==> src/rtl/ram_clear_writer.sv <==
// ram_clear_writer: sits in front of a synchronous single-port RAM and either
// passes client accesses straight through (IDLE) or sweeps a fixed value over
// addresses 0..DEPTH-1 (CLEAR), followed by a one-cycle completion pulse (DONE).
//
//   state | meaning
//   ------+-----------------------------------------------------------
//   IDLE  | client owns the RAM port; clr_req starts a clear
//   CLEAR | one RAM write per cycle at address cnt, client stalled
//   DONE  | single cycle, clr_done pulses, no RAM write, then IDLE
module ram_clear_writer #(
  parameter int                 ADDRLEN       = 10,
  parameter int                 DATALEN       = 2,
  parameter int                 DEPTH         = 1024,
  parameter logic [DATALEN-1:0] CLRVAL        = '0,
  parameter bit                 INIT_ON_RESET = 1'b0
) (
  input  logic               clk,
  input  logic               reset_x,
  input  logic               clr_req,
  output logic               clr_busy,
  output logic               clr_done,
  input  logic               c_req,
  input  logic               c_we,
  input  logic [ADDRLEN-1:0] c_addr,
  input  logic [DATALEN-1:0] c_wdata,
  output logic               c_gnt,
  output logic               c_rvalid,
  output logic [DATALEN-1:0] c_rdata,
  output logic [ADDRLEN-1:0] ram_addr,
  output logic [DATALEN-1:0] ram_wdata,
  output logic               ram_we,
  input  logic [DATALEN-1:0] ram_rdata
);

  typedef enum logic [1:0] {
    IDLE  = 2'd0,
    CLEAR = 2'd1,
    DONE  = 2'd2
  } state_t;

  // Last address swept; the counter stops here so unused addresses above
  // DEPTH-1 are never touched when DEPTH is not a power of two.
  localparam logic [ADDRLEN-1:0] LAST = ADDRLEN'(DEPTH - 1);

  state_t             state;
  state_t             state_nxt;
  logic [ADDRLEN-1:0] cnt;

  // State register; reset lands in CLEAR when an automatic clear is wanted.
  always_ff @(posedge clk or negedge reset_x) begin
    if (!reset_x) begin
      if (INIT_ON_RESET) state <= CLEAR;
      else               state <= IDLE;
    end else begin
      state <= state_nxt;
    end
  end

  // Next-state decode; clr_req is only looked at in IDLE, so requests made
  // during CLEAR or DONE are dropped rather than queued.
  always_comb begin
    state_nxt = state;
    case (state)
      IDLE:    if (clr_req) state_nxt = CLEAR;
      CLEAR:   if (cnt == LAST) state_nxt = DONE;
      DONE:    state_nxt = IDLE;
      default: state_nxt = IDLE;
    endcase
  end

  // Sweep address counter; parked at zero outside CLEAR so every clear
  // begins at address 0.
  always_ff @(posedge clk or negedge reset_x) begin
    if (!reset_x) begin
      cnt <= '0;
    end else if (state == CLEAR) begin
      if (cnt == LAST) cnt <= '0;
      else             cnt <= cnt + ADDRLEN'(1);
    end else begin
      cnt <= '0;
    end
  end

  // RAM port mux and status outputs; writes and grants are qualified by
  // reset_x so the RAM never sees a write strobe while reset is held.
  always_comb begin
    c_gnt     = 1'b0;
    ram_we    = 1'b0;
    ram_addr  = c_addr;
    ram_wdata = c_wdata;
    clr_busy  = 1'b0;
    clr_done  = 1'b0;
    case (state)
      IDLE: begin
        c_gnt  = reset_x;
        ram_we = reset_x & c_req & c_we;
      end
      CLEAR: begin
        clr_busy  = 1'b1;
        ram_we    = reset_x;
        ram_addr  = cnt;
        ram_wdata = CLRVAL;
      end
      DONE: begin
        clr_busy = 1'b1;
        clr_done = 1'b1;
      end
      default: ;
    endcase
  end

  // Read-data valid follows a granted read by one cycle, matching the RAM's
  // registered read latency.
  always_ff @(posedge clk or negedge reset_x) begin
    if (!reset_x) c_rvalid <= 1'b0;
    else          c_rvalid <= c_gnt & c_req & ~c_we;
  end

  assign c_rdata = ram_rdata;

endmodule

==> config.mk <==
export PLATFORM = sky130hd
export DESIGN_NAME = ram_clear_writer
export DESIGN_NICKNAME = d
export VERILOG_FILES = /design/src/rtl/ram_clear_writer.sv
export SDC_FILE = /design/constraint.sdc
export NUM_CORES = 1
export LEC_CHECK = 0
export BUFFER_PORTS_ARGS = -buffer_cell sky130_fd_sc_hd__clkbuf_2
export CORE_UTILIZATION = 46
export DETAILED_ROUTE_END_ITERATION = 12
export PLACE_DENSITY = 0.78
export SYNTH_ARGS = -nofsm -noshare
export SYNTH_HDL_FRONTEND = slang
export SYNTH_SLANG_ARGS = --single-unit
==> constraint.sdc <==
create_clock -name clk -period 1.8 [get_ports clk]
set_input_delay 0 -clock clk [delete_from_list [all_inputs] [get_ports clk]]
set_output_delay 0 -clock clk [all_outputs]
set_load 0.005 [all_outputs]
# ---- Yosys cells after proc, flatten, opt, wreduce, memory -nomap -nowiden
# Index checks and enable logic that the tools add are counted.
dict set report op_classes {
  n_addsub 1
  n_eq_ne 5
  mux 11
  n_bitwise 5
  n_reduce_logical 3
}
# operator count
set ops {}
lappend ops {{$mux 10} 3}
lappend ops {{$add 10x1->10 const B} 1}
lappend ops {{$eq 10x10->1 const B} 1}
lappend ops {{$mux 2} 3}
lappend ops {{$and 1x1->1} 4}
lappend ops {{$pmux 2 s2} 1}
lappend ops {{$mux 1} 3}
lappend ops {{$eq 2x1->1 const B} 1}
lappend ops {{$eq 2x2->1 const B} 1}
lappend ops {{$logic_not 2->1} 1}
lappend ops {{$ne 2x1->1 const B} 1}
lappend ops {{$ne 2x2->1 const B} 1}
lappend ops {{$pmux 1 s2} 1}
lappend ops {{$reduce_and 2->1} 1}
lappend ops {{$reduce_or 2->1} 1}
lappend ops {{$not 1->1} 1}
dict set report totals {
  reg_bits 13
  inputBits 19
  output_inout_bits 19
  word_cells 28
}

# ---- Logic depth before layout (Yosys ltp)
dict set report depth {
  ltp_word 4
  mapped_depth 6
  depth_no_buf 5
}

# ---- Worst setup path after synthesis
# Ideal clock, no wire load.
dict set report synth_timing {
  kind {register -> register}
  startpoint {register cnt[0]}
  endpoint {register state[0]}
  setup_time_ps 101
  arrival_ps 1275
  required_ps 1699
  slack_ps 425
  stages_incl_launch_ff 5
  path_buffers 0
  period_less_slack_ps 1375
  path_cell_list {dfrtp_1 -> ha_1 -> nand3_1 -> o31a_1 -> o32ai_1}
}
dict set report synth_between {
  elab_chain_cells 3
}
# element line_no
set synth_rtl {}
lappend synth_rtl {{start, declared} 47} ;# logic [ADDRLEN-1:0] cnt;
lappend synth_rtl {{start signal, assigned} 78} ;# else cnt <= cnt + ADDRLEN'(1);
lappend synth_rtl {{$eq 10x10->1} 65} ;# CLEAR: if (cnt == LAST) state_nxt = DONE;
lappend synth_rtl {{$ne 2x1->1 (no source line)} n/a}
lappend synth_rtl {{$reduce_and 2->1 (no source line)} n/a}
lappend synth_rtl {{end signal, assigned} 55} ;# state <= state_nxt;
lappend synth_rtl {{end, declared} 45} ;# state_t state;
# Every way passes these cells.
# A chain may end at the register's enable or synchronous reset.

# ---- Worst setup path after layout
dict set report layout_timing {
  startpoint {register state[1]}
  endpoint {output ram_addr[0]}
}
dict set report layout_between {
  elab_chain_cells 2
}
# element line_no
set layout_rtl {}
lappend layout_rtl {{$eq 2x1->1} 93} ;# case (state)
lappend layout_rtl {{$mux 10} 93}
lappend layout_rtl {{end, declared} 29} ;# output logic [ADDRLEN-1:0] ram_addr,
# Every way passes these cells.

==> metrics <==
status=completed; CP arrival=1690 ps; CP Cell Sequence=inv_1, ha_4, buf_4, mux2_2, clkbuf_2; vias per inst=5.172; DPL Wire Length=1.392 mm; overall routed net length=1.789 mm; grt total ovfl=0; overall routing resource usage=20.15%; die area=2077 um2; vias in the first global route=728; first-pass GRT wire length=2.960 mm; CTS H-tree depth=1; DRC viols=0; synthesized cell area=873.3 um2; clk_skew=1.518 ps; Worst Setup Path Type=reg2out; Pwr Density=1063 nW/um2; normalized max-slew margin=73.03%; HP Class=in2out; worst-skew pair later-pin latency=280 ps; post-synthesis sequential area ratio=37.25%; Final Hold Viols=0; Mapped Cells=90; Synth Register Bits=13; setup TNS=0 ps; CTS max path bufs=2; CTS buffer count=3; top cells by area, synth=dfrtp_1 (37%), mux2_2 (12%), ha_1 (8.6%); Antenna Cells=0; Mapped Avg Cell Area=9.704 um2; clk slew on worst S/H paths=80 ps; commonest non-fill, non-tap cell in the layout=clkbuf_2; wire per inst=11.85 um; most frequent cells in the layout=clkbuf_2 (33), dfrtp_1 (13), mux2_2 (9); drt first pass iters=4; initial antenna violation count=0; core region area=1745 um2; startpoint types=register; CP max-delay cell=dfrtp_1; number of routed nets with antenna violations=0; Worst Tran Pin Value=400.9 ps; Worst Path Max Fanout=10; Final Cycle Share=93.74%; Slew Viols, Final=0; leakage=0.0005399 uW; RSZ-0062 raised after global routing=false; CP endpoint kind=primary output; Max stage delay on crit path=400 ps; Peak VDD IR=0.6440 mV; port buffer count=33; Setup Viol. Count Final=0; largest net degree at the start of global routing=16; HP Start=ram_rdata[0]; final worst slack=112.7 ps; routed vias=781; Yosys top cell by area=dfrtp_1; Crit. Startpoint=state[1]; clock root cell=clkbuf_4; Site Rows=15; nets=152; Fillers=147; Post-Syn Nets=115; Placer Congestion=0.8217; top cell type's share of synthesized area=37.25%; Boundary Pins=38; fmax=0.5927 GHz; Sink Count=13; CP delay by family, top=buffers and inverters; Iter 0 DRT Violations=6; pre-CTS setup slack=236.4 ps; Buf+Inv Stages, Crit Path=3; DIE WIDTH=45.57 um; min cycle time layout=1687 ps; DIE HEIGHT=45.57 um; YS warnings=0; proportion of layout cells with a drive suffix above 1=41.27%; Reg-to-Reg Start=state[0]; Synth cell types=31; CP required=1800 ps; MaxCap Viol Count=0; initial core utilization=50.04%; Syn-to-layout area delta=27.51%; CTS tree=built
[sequential cells by signal, summed over array words and instances (netlist names)]
signal and count:
cnt 10, state 2, c_rvalid 1
[layer usage]
metal	part of all wire [%]	vias up	global-route usage, %	routed length [um]
met5	0	-	0	0
met4	2.1	0	10.91	38
met1	45	360	21.78	810
met3	5.8	7	7.540	103
met2	47	24	33.71	837
li1	-	390	-	-
[layout make-up]
cell class	count	area [um2]	share of cell area (%)
Inverter	8	30.03	2.697
Sequential cell	13	325.3	29.21
Tap cell	25	31.28	2.809
Multi-Input combinational cell	64	500.5	44.94
Clock buffer	4	26.28	2.360
Timing Repair Buffer	37	200.2	17.98
[where the power goes]
| part | switching (uW) | internal, uW |
|---|---|---|
| clock | 97.0 | 86.2 |
| sequential | 45.8 | 336 |
| combinational | 296 | 323 |
[per-stage QoR]
stage          std cells  utilization, %  instance area (um2)  total power (uW)  hold WS (ps)
2_1_floorplan         90               -                873.3             753.3        -295.6
3_3_place_gp         145           60.43                 1055             964.2        -78.40
3_5_place_dp         145           60.43                 1055             980.5        -78.87
4_1_cts              151           63.23                 1104              1174       0.06013
5_1_grt              151           63.80                 1114              1279       0.01685
6_report             151           63.80                 1114              1183      0.002262
[worst register-to-register path, delay by kind of cell (launching register included)]
kind                     cells  cell delay, ps
AND/OR/NAND/NOR              2             510
flip-flops                   1             440
adder cells (fa/ha/maj)      1             240
AO/OA/AOI/OAI                1             160
buffers and inverters        1             110
[cells by family (layout without fill, tap and decap cells)]
logic type / Yosys count / after routing / synth area share, %
adder cells (fa/ha/maj): 6 / 6 / 8.596
buffers and inverters: 13 / 49 / 6.876
AO/OA/AOI/OAI: 19 / 19 / 14.04
XOR/XNOR: 3 / 3 / 3.009
multiplexers: 9 / 9 / 11.60
AND/OR/NAND/NOR: 27 / 27 / 18.63
flip-flops: 13 / 13 / 37.25
[synthesized netlist by cell type, drive strengths merged]
cell type  count
nand3          6
and2           2
o311a          1
xor2           2
inv            8
a21oi          3
nand2          4
xnor2          1
nor2b          3
o31a           1
clkbuf         1
dfrtp         13
and3b          1
mux2           9
or3            3
o21a           1
ha             6
a21boi         1
a211oi         1
o31ai          1
nor4           1
buf            4
nor2           4
nand2b         1
nand4          1
o21ai          8
or4            1
o32ai          2
[final timing paths]
check,to,slack (ps),cells after the start
worst min-delay path,c_rdata[0],0.002,0
worst max register to register,state[0],200,5
worst min register to register,cnt[0],510,1
worst max-delay path,ram_addr[0],110,5
min in group asynchronous,state[1],150,2
max in group asynchronous,cnt[4],1400,2
[repair_timing]
action | in CTS | in global routing
setup endpoints to repair | 8 | 8
hold buffers | 2 | 0
hold endpoints to repair | 14 | 0
resized for setup | 1 | 1
setup buffers | 0 | 0
Power figures use the tool's default switching activity.
